`src/rtl/gfx_span_rasterizer.sv`:
```
// Span rasterizer: walks a clipped rectangle row by row, emitting
// beats of `lanes` pixels with matching texture coordinates.
//
// Ports:
//   clk_i, rst_i                 clock, async active-high reset
//   cmd_valid_i / cmd_ready_o    command handshake (ready only in IDLE)
//   dest_*_i                     signed rectangle, x1/y1 exclusive
//   clipping_enable_i, clip_*_i  unsigned clip window, x1/y1 exclusive
//   src_x0_i, src_y0_i           texture origin
//   abort_i                      cancel active command
//   pix_valid_o / pix_ready_i    beat handshake
//   x_o, y_o, u_o, v_o, mask_o   lane-0 coordinates and lane-valid bits
//   done_o                       one-cycle end-of-command pulse
module gfx_span_rasterizer #(
    parameter int point_width = 16,
    parameter int lanes       = 4
) (
    input  logic                   clk_i,
    input  logic                   rst_i,
    input  logic                   cmd_valid_i,
    output logic                   cmd_ready_o,
    input  logic [point_width-1:0] dest_x0_i,
    input  logic [point_width-1:0] dest_y0_i,
    input  logic [point_width-1:0] dest_x1_i,
    input  logic [point_width-1:0] dest_y1_i,
    input  logic                   clipping_enable_i,
    input  logic [point_width-1:0] clip_x0_i,
    input  logic [point_width-1:0] clip_y0_i,
    input  logic [point_width-1:0] clip_x1_i,
    input  logic [point_width-1:0] clip_y1_i,
    input  logic [point_width-1:0] src_x0_i,
    input  logic [point_width-1:0] src_y0_i,
    input  logic                   abort_i,
    output logic                   pix_valid_o,
    input  logic                   pix_ready_i,
    output logic [point_width-1:0] x_o,
    output logic [point_width-1:0] y_o,
    output logic [point_width-1:0] u_o,
    output logic [point_width-1:0] v_o,
    output logic [lanes-1:0]       mask_o,
    output logic                   done_o
);

    localparam int W  = point_width;
    // Two guard bits: one for signed/unsigned mixing, one so that
    // x + lanes and x1 - 1 can never wrap.
    localparam int CW = point_width + 2;

    localparam logic [1:0] S_IDLE  = 2'd0;
    localparam logic [1:0] S_SETUP = 2'd1;
    localparam logic [1:0] S_EMIT  = 2'd2;
    localparam logic [1:0] S_DONE  = 2'd3;

    localparam logic signed [CW-1:0] ONE   = CW'(1);
    localparam logic signed [CW-1:0] ZERO  = '0;
    localparam logic signed [CW-1:0] LSTEP = CW'(lanes);

    function automatic logic signed [CW-1:0] smax(
        input logic signed [CW-1:0] a,
        input logic signed [CW-1:0] b
    );
        return (a > b) ? a : b;
    endfunction

    function automatic logic signed [CW-1:0] smin(
        input logic signed [CW-1:0] a,
        input logic signed [CW-1:0] b
    );
        return (a < b) ? a : b;
    endfunction

    logic [1:0] state_q, state_d;
    logic       init_q;

    logic [W-1:0] dx0_q, dx0_d, dy0_q, dy0_d;
    logic [W-1:0] dx1_q, dx1_d, dy1_q, dy1_d;
    logic         clip_en_q, clip_en_d;
    logic [W-1:0] kx0_q, kx0_d, ky0_q, ky0_d;
    logic [W-1:0] kx1_q, kx1_d, ky1_q, ky1_d;
    logic [W-1:0] sx_q, sx_d, sy_q, sy_d;

    logic signed [CW-1:0] cx0_q, cx0_d, cx1_q, cx1_d, cy1_q, cy1_d;
    logic signed [CW-1:0] x_q, x_d, y_q, y_d;
    logic [W-1:0]         u_q, u_d, v_q, v_d, urow_q, urow_d;

    // Setup-stage bound computation from the registered command.
    logic signed [CW-1:0] ex0, ey0, ex1, ey1;
    logic signed [CW-1:0] ekx0, eky0, ekx1, eky1;
    logic signed [CW-1:0] bx0, by0, bx1, by1;
    logic [W-1:0]         u0, v0;
    logic                 empty;

    assign ex0  = {{2{dx0_q[W-1]}}, dx0_q};
    assign ey0  = {{2{dy0_q[W-1]}}, dy0_q};
    assign ex1  = {{2{dx1_q[W-1]}}, dx1_q};
    assign ey1  = {{2{dy1_q[W-1]}}, dy1_q};
    assign ekx0 = {2'b00, kx0_q};
    assign eky0 = {2'b00, ky0_q};
    assign ekx1 = {2'b00, kx1_q};
    assign eky1 = {2'b00, ky1_q};

    assign bx0 = clip_en_q ? smax(ex0, ekx0) : smax(ex0, ZERO);
    assign by0 = clip_en_q ? smax(ey0, eky0) : smax(ey0, ZERO);
    assign bx1 = (clip_en_q ? smin(ex1, ekx1) : ex1) - ONE;
    assign by1 = (clip_en_q ? smin(ey1, eky1) : ey1) - ONE;

    assign u0    = sx_q + W'(bx0 - ex0);
    assign v0    = sy_q + W'(by0 - ey0);
    assign empty = (bx0 > bx1) || (by0 > by1);

    // Emit-stage stepping.
    logic signed [CW-1:0] x_step;
    logic                 row_end, last_row;

    assign x_step   = x_q + LSTEP;
    assign row_end  = x_step > cx1_q;
    assign last_row = y_q >= cy1_q;

    always_comb begin
        state_d   = state_q;
        dx0_d     = dx0_q;
        dy0_d     = dy0_q;
        dx1_d     = dx1_q;
        dy1_d     = dy1_q;
        clip_en_d = clip_en_q;
        kx0_d     = kx0_q;
        ky0_d     = ky0_q;
        kx1_d     = kx1_q;
        ky1_d     = ky1_q;
        sx_d      = sx_q;
        sy_d      = sy_q;
        cx0_d     = cx0_q;
        cx1_d     = cx1_q;
        cy1_d     = cy1_q;
        x_d       = x_q;
        y_d       = y_q;
        u_d       = u_q;
        v_d       = v_q;
        urow_d    = urow_q;
        unique case (state_q)
            S_IDLE: begin
                if (cmd_valid_i && cmd_ready_o) begin
                    dx0_d     = dest_x0_i;
                    dy0_d     = dest_y0_i;
                    dx1_d     = dest_x1_i;
                    dy1_d     = dest_y1_i;
                    clip_en_d = clipping_enable_i;
                    kx0_d     = clip_x0_i;
                    ky0_d     = clip_y0_i;
                    kx1_d     = clip_x1_i;
                    ky1_d     = clip_y1_i;
                    sx_d      = src_x0_i;
                    sy_d      = src_y0_i;
                    state_d   = S_SETUP;
                end
            end
            S_SETUP: begin
                if (abort_i || empty) begin
                    state_d = S_DONE;
                end else begin
                    cx0_d   = bx0;
                    cx1_d   = bx1;
                    cy1_d   = by1;
                    x_d     = bx0;
                    y_d     = by0;
                    u_d     = u0;
                    urow_d  = u0;
                    v_d     = v0;
                    state_d = S_EMIT;
                end
            end
            S_EMIT: begin
                if (abort_i) begin
                    state_d = S_DONE;
                end else if (pix_ready_i) begin
                    if (!row_end) begin
                        x_d = x_step;
                        u_d = u_q + W'(lanes);
                    end else if (!last_row) begin
                        x_d = cx0_q;
                        u_d = urow_q;
                        y_d = y_q + ONE;
                        v_d = v_q + W'(1);
                    end else begin
                        state_d = S_DONE;
                    end
                end
            end
            S_DONE: begin
                state_d = S_IDLE;
            end
            default: begin
                state_d = S_IDLE;
            end
        endcase
    end

    always_ff @(posedge clk_i or posedge rst_i) begin
        if (rst_i) begin
            state_q   <= S_IDLE;
            init_q    <= 1'b0;
            dx0_q     <= '0;
            dy0_q     <= '0;
            dx1_q     <= '0;
            dy1_q     <= '0;
            clip_en_q <= 1'b0;
            kx0_q     <= '0;
            ky0_q     <= '0;
            kx1_q     <= '0;
            ky1_q     <= '0;
            sx_q      <= '0;
            sy_q      <= '0;
            cx0_q     <= '0;
            cx1_q     <= '0;
            cy1_q     <= '0;
            x_q       <= '0;
            y_q       <= '0;
            u_q       <= '0;
            v_q       <= '0;
            urow_q    <= '0;
        end else begin
            state_q   <= state_d;
            init_q    <= 1'b1;
            dx0_q     <= dx0_d;
            dy0_q     <= dy0_d;
            dx1_q     <= dx1_d;
            dy1_q     <= dy1_d;
            clip_en_q <= clip_en_d;
            kx0_q     <= kx0_d;
            ky0_q     <= ky0_d;
            kx1_q     <= kx1_d;
            ky1_q     <= ky1_d;
            sx_q      <= sx_d;
            sy_q      <= sy_d;
            cx0_q     <= cx0_d;
            cx1_q     <= cx1_d;
            cy1_q     <= cy1_d;
            x_q       <= x_d;
            y_q       <= y_d;
            u_q       <= u_d;
            v_q       <= v_d;
            urow_q    <= urow_d;
        end
    end

    // Lane k is live when its pixel still lies inside the clipped row.
    always_comb begin
        mask_o = '0;
        if (state_q == S_EMIT) begin
            for (int k = 0; k < lanes; k++) begin
                mask_o[k] = (x_q + CW'(k)) <= cx1_q;
            end
        end
    end

    // init_q keeps ready low until the first clock after reset release.
    assign cmd_ready_o = (state_q == S_IDLE) && init_q;
    assign pix_valid_o = (state_q == S_EMIT);
    assign done_o      = (state_q == S_DONE);
    assign x_o         = x_q[W-1:0];
    assign y_o         = y_q[W-1:0];
    assign u_o         = u_q;
    assign v_o         = v_q;

endmodule

```
`config.mk`:
```
export PLATFORM = sky130hd
export DESIGN_NAME = gfx_span_rasterizer
export DESIGN_NICKNAME = d
export VERILOG_FILES = /design/src/rtl/gfx_span_rasterizer.sv
export SDC_FILE = /design/constraint.sdc
export NUM_CORES = 1
export LEC_CHECK = 0
export CORE_ASPECT_RATIO = 0.9
export CORE_UTILIZATION = 63
export DETAILED_ROUTE_END_ITERATION = 7
export GPL_ROUTABILITY_DRIVEN = 0
export HOLD_SLACK_MARGIN = 0.08
export PLACE_DENSITY = 0.85
export SLEW_MARGIN = 20
export SYNTH_ARGS = -nofsm -noshare
export SYNTH_HDL_FRONTEND = slang
export SYNTH_SLANG_ARGS = --single-unit
export TNS_END_PERCENT = 30
```
`constraint.sdc`:
```
create_clock -name clk_i -period 18.9 [get_ports clk_i]
set_input_delay 1.89 -clock clk_i [delete_from_list [all_inputs] [get_ports clk_i]]
set_output_delay 1.89 -clock clk_i [all_outputs]
set_load 0.01 [all_outputs]
```
* Yosys cells after proc, flatten, opt, wreduce, memory -nomap -nowiden
Index checks and enable logic that the tools add are counted. Widths: inputs -> output; s select.
Cells by class: add/subtract/negate cells 13, $lt $le $gt $ge 14, mux-type cells 42, equality and inequality tests 13, bitwise logic cells 1, reduce and logical (&&, ||, !) cells 11
Operator list (number):
- $mux 18 | 20
- $mux 16 | 10
- $le 18x18->1 | 4
- $pmux 18 s2 | 2
- $pmux 16 s2 | 2
- $gt 18x18->1 | 3
- $add 18x2->18 const B | 2
- $add 18x3->18 const B | 2
- $sub 18x2->18 const B | 2
- $gt 16x17->1 | 2
- $lt 16x17->1 | 2
- $add 16x16->16 | 2
- $gt 16x1->1 const B | 2
- $sub 16x16->16 | 2
- $add 18x4->18 const B | 1
- $ge 18x18->1 | 1
- $add 16x1->16 const B | 1
- $add 16x3->16 const B | 1
- $mux 2 | 5
- $ne 3x2->1 const B | 3
- $ne 2x2->1 const B | 4
- $pmux 2 s4 | 1
- $reduce_and 6->1 | 1
- $reduce_and 5->1 | 1
- other kinds (13) | 18
Storage, ports and cells: input bits 166, word-level logic and storage cells 115, output and inout bits 71, register bits 302

* Depth between registers and ports, before layout
word-level depth 9, mapped depth 37, gate-level depth less buffers 32

* Worst setup path after synthesis
Ideal clock, no wire load.
path type flip-flop to flip-flop, start reg dy1_q[1], end reg y_q[16], stages on the path, launching flop included 36, required time 18.831 ns, path buffers 4, library setup time 0.069 ns, clock period less this slack 7.480 ns, data arrival time 7.411 ns, setup slack 11.420 ns, path through dfrtp_1 ha_1 a21o_1 a21o_1 a21o_1 a21o_1 a211oi_1 o21bai_1 a21oi_1 o31ai_1 ha_1 nand2_1 buf_1 clkbuf_1 mux2i_1 ha_1 inv_1 a211oi_1 nor4bb_1 o21ai_0 nor2_1 o21a_1 o21ai_0 xor2_1 ha_1 nand4_1 or4_4 nor4_2 a21oi_1 a22oi_2 o21bai_2 buf_6 or2_1 buf_2 or4_1 nand3_1
On the way: word-level cells in the longest chain between the ends 9
Ends and longest elaborated chain:
- start: declaration | line 76 | logic [W-1:0] dx1_q, dx1_d, dy1_q, dy1_d;
- start signal: assignment | line 227 | dy1_q <= dy1_d;
- $lt 16x17->1 | line 69 | return (a < b) ? a : b;
- $mux 18 | line 69
- $mux 18 | line 105 | assign by1 = (clip_en_q ? smin(ey1, eky1) : ey1) - ONE;
- $sub 18x2->18 | line 105
- named net by1[0] | line 89 | logic signed [CW-1:0] bx0, by0, bx1, by1;
- $gt 18x18->1 | line 109 | assign empty = (bx0 > bx1) || (by0 > by1);
- $logic_or 1x1->1 | line 109
- $logic_or 1x1->1 | line 158 | if (abort_i || empty) begin
- $ne 2x2->1 (no source line)
- $reduce_and 6->1 (no source line)
- end signal: assignment | line 239 | y_q <= y_d;
- end: declaration | line 83 | logic signed [CW-1:0] x_q, x_d, y_q, y_d;
The timed path passes the listed nets, and every way through them passes these cells. A chain may end at the register's enable or synchronous reset.

* Worst setup path in the final report
start reg ky1_q[1], end reg u_q[1] (netlist: u_o[1])
On the way: word-level cells in the longest chain between the ends 9
Ends and longest elaborated chain:
- start: declaration | line 79 | logic [W-1:0] kx1_q, kx1_d, ky1_q, ky1_d;
- start signal: assignment | line 232 | ky1_q <= ky1_d;
- $lt 16x17->1 | line 69
- $mux 18 | line 69
- $mux 18 | line 105
- $sub 18x2->18 | line 105
- named net by1[0] | line 89
- $gt 18x18->1 | line 109
- $logic_or 1x1->1 | line 109
- $logic_or 1x1->1 | line 158
- $ne 2x2->1 (no source line)
- $reduce_and 5->1 (no source line)
- end signal: assignment | line 240 | u_q <= u_d;
- end: declaration | line 84 | logic [W-1:0] u_q, u_d, v_q, v_d, urow_q, urow_d;
The timed path passes the listed nets, and every way through them passes these cells.

==> metrics.yaml <==
grt_pass1_wl_mm: 103
min_to: "cx0_q[4]$_DFFE_PP0P_"
reg2reg_setup_slack_ns: 10.05
final_net_count: 3055
cts_setup_buffers: 0
postCtsHoldBufs: 0
crit_type: "reg -> reg"
path_max_fanout: 52
fin_crit_sh_pct: 46.8
syn2layout_area_growth_pct: 16.4
whs_path_depth: 2
die_h_um: 183
ctsResizeCount: 0
slowest_delay_ns: 0.74
synth.distinct_cells: 81
worst_pin_slew_ns: 1.10
core-area_um2: 35400
cts_tree: "built"
hold_viol: 0
setup_slack_ns: 10.05
fillers: 2405
clock_latency_ns: 0.54
overflow: 0
avgRoutedWirePerCell_um: 21.0
clk_pin_slew_worst_paths_ns: 0.06
reg2reg_depth: 32
yosys_warnings: 0
drt_pre_antenna_iters: 5
endpoint_kind: "flop"
clock_path_buffers: 3
clock_sinks: 301
num_rows: 65
rr_endpoint: "u_o[1]$_DFFE_PP0P_"
skew_ns: 0.0245
grt_pass1_vias: 19500
viasPerCell: 6.35
syn_inst: 2456
place_hpwl_mm: 48.8
max_slew_margin_pct: 26.8
avgSynthCellArea_um2: 9.29
drive_gt1_share_pct: 11.4
drc_errors: 0
cp-start-kind: "flop"
seq_area_frac_synth_pct: 33.0
numCtsBuffers: 35
setup-violations-final: 0
cp.required_ns: 19.31
drv_slew: 0
die_area_um2: 37000
r2r-start: "ky1_q[1]$_DFFE_PP0P_"
syn_area_um2: 22800
synth-seq-cells: 301
slowest_stage: "nand2_1"
grt_max_degree: 125
numPortBuffers: 236
fin_hold_ws_ns: 0.481
first_iter_violations: 1783
grt_use_total_pct: 35.4
status: "complete, no violations"
dieWidth_um: 203
rsz0062_at_grt: "false"
pin_count: 237
setup_tns_ns: 0
worstPathArrival_ns: 9.26
hp-start: "cx0_q[4]$_DFFE_PP0P_"
fmax_ghz: 0.113
min_path_type: "reg -> reg"
cts_root_buf: "clkbuf_16"
antenna_cells: 0
cap_violations: 0
ys.flop_type: "dfrtp_1"
pre_cts_ws_ns: 10.26
synth_edf_count: 0
initial_core_util_pct: 64.5
vias: 19700
fin_crit_ns: 8.85
drt_wl_total_mm: 65.1
ant_nets: 0
cts_htree_levels: 2
antenna_found_initial: 1
postSynth.asyncResetShare_pct: 100
layer usage:
metal	track usage, %	routed length, um
met4	14.3	2680
met1	50.0	27600
met5	0	13
met3	5.13	5750
met2	54.7	29000
cells in the mapped netlist, drive strengths merged (8+ instances only):
library cell | n | area [um2]
and3 | 23 | 144
nor2 | 116 | 435
nand2 | 205 | 769
nor4 | 8 | 56.3
o21ai | 155 | 776
a211oi | 12 | 90.1
nor2b | 13 | 81.3
a21o | 44 | 330
a221o | 11 | 110
a21oi | 113 | 566
o21a | 30 | 225
xor2 | 48 | 420
a221oi | 9 | 78.8
o22ai | 8 | 50.1
nand2b | 14 | 87.6
nor3 | 55 | 275
buf | 54 | 335
a31oi | 25 | 156
and2 | 14 | 87.6
or4 | 8 | 63.8
inv | 253 | 950
nand3 | 54 | 270
mux2 | 194 | 2180
or2 | 11 | 68.8
xnor2 | 86 | 753
and4 | 10 | 87.6
clkbuf | 86 | 323
o2111ai | 9 | 78.8
ha | 250 | 3130
a22oi | 28 | 215
o21bai | 8 | 63.8
o211ai | 12 | 90.1
fa | 30 | 601
dfrtp | 301 | 7530
o31ai | 10 | 75.1
nand4 | 33 | 206
mux2i | 40 | 400
registers in the layout (all words and copies together), names as in the netlist, 17 cells and up:
signal	flops
cx1_q	18
cx0_q	17
cy1_q	18
y_q	18
x_q	18
cells by family (layout without fill, tap and decap cells):
kind of cell | after synthesis | in the layout | share of synthesized area [%]
flip-flops | 301 | 301 | 33.0
AO/OA/AOI/OAI | 525 | 525 | 14.7
multiplexers | 234 | 234 | 11.3
buffers and inverters | 394 | 569 | 7.06
XOR/XNOR | 134 | 134 | 5.14
other | 2 | 5 | 0.0329
adder cells (fa/ha/maj) | 280 | 280 | 16.3
AND/OR/NAND/NOR | 586 | 586 | 12.3
worst max-delay path, delay by kind of cell (launching register included):
family | cells | cell delay [ns]
simple gates | 6 | 2.62
flops | 1 | 0.39
compound gates | 17 | 3.47
fa+ha+maj | 4 | 1.02
mux | 1 | 0.38
xor+xnor | 1 | 0.21
buf+inv | 3 | 0.64
how the worst max path moves through the flow:
stage	from	endpoint	slack, ns	cells after the start
after floorplan	rst_i	clip_en_q$_DFFE_PP0P_	8.69	1
after global placement	dy1_q[1]$_DFFE_PP0P_	u_o[1]$_DFFE_PP0P_	10.56	31
after detailed placement	ky1_q[1]$_DFFE_PP0P_	u_o[1]$_DFFE_PP0P_	10.26	32
after CTS	ky1_q[1]$_DFFE_PP0P_	u_o[1]$_DFFE_PP0P_	10.20	32
after global routing	ky1_q[1]$_DFFE_PP0P_	u_o[1]$_DFFE_PP0P_	9.37	32
final	ky1_q[1]$_DFFE_PP0P_	u_o[1]$_DFFE_PP0P_	10.05	32
cell type report:
type,count,area (um2),share of cell area (%)
clock buffer,45,985,3.71
clock inverter,17,254,0.957
inverter,254,961,3.62
multi-input combinational,1764,13700,51.7
sequential,301,7530,28.4
tap,469,587,2.21
timing repair buffer,253,2510,9.44
placed cells by master, fill, tap and decap left out, types with 8 or more instances in the layout:
cell type	n
dfrtp_1	301
inv_1	252
ha_1	249
clkdlybuf4s50_1	236
nand2_1	203
mux2_2	194
o21ai_0	154
nor2_1	116
a21oi_1	112
xnor2_1	86
nor3_1	55
nand3_1	54
xor2_1	48
a21o_1	44
mux2i_1	40
clkbuf_16	36
nand4_1	33
o21a_1	30
fa_1	30
a22oi_1	27
a31oi_1	25
and3_1	23
buf_4	15
nand2b_1	13
a211oi_1	12
o211ai_1	12
nor2b_1	12
and2_1	12
a221o_1	11
and4_1	10
o31ai_1	10
or2_2	10
a221oi_1	9
o2111ai_1	9
o22ai_1	8
clkinv_2	8
stage by stage:
stage          cells  util [%]  area, um2
2_1_floorplan   2459         -      22800
4_1_cts         3102      75.0      26500
3_3_place_gp    3040      71.5      25300
3_5_place_dp    3040      71.5      25300
5_1_grt         3103      75.1      26600
6_report        3103      75.1      26600
Power is left out: the tool's default activity adds up to more than one toggle a clock period on the data nets, which glitch-free logic cannot reach.
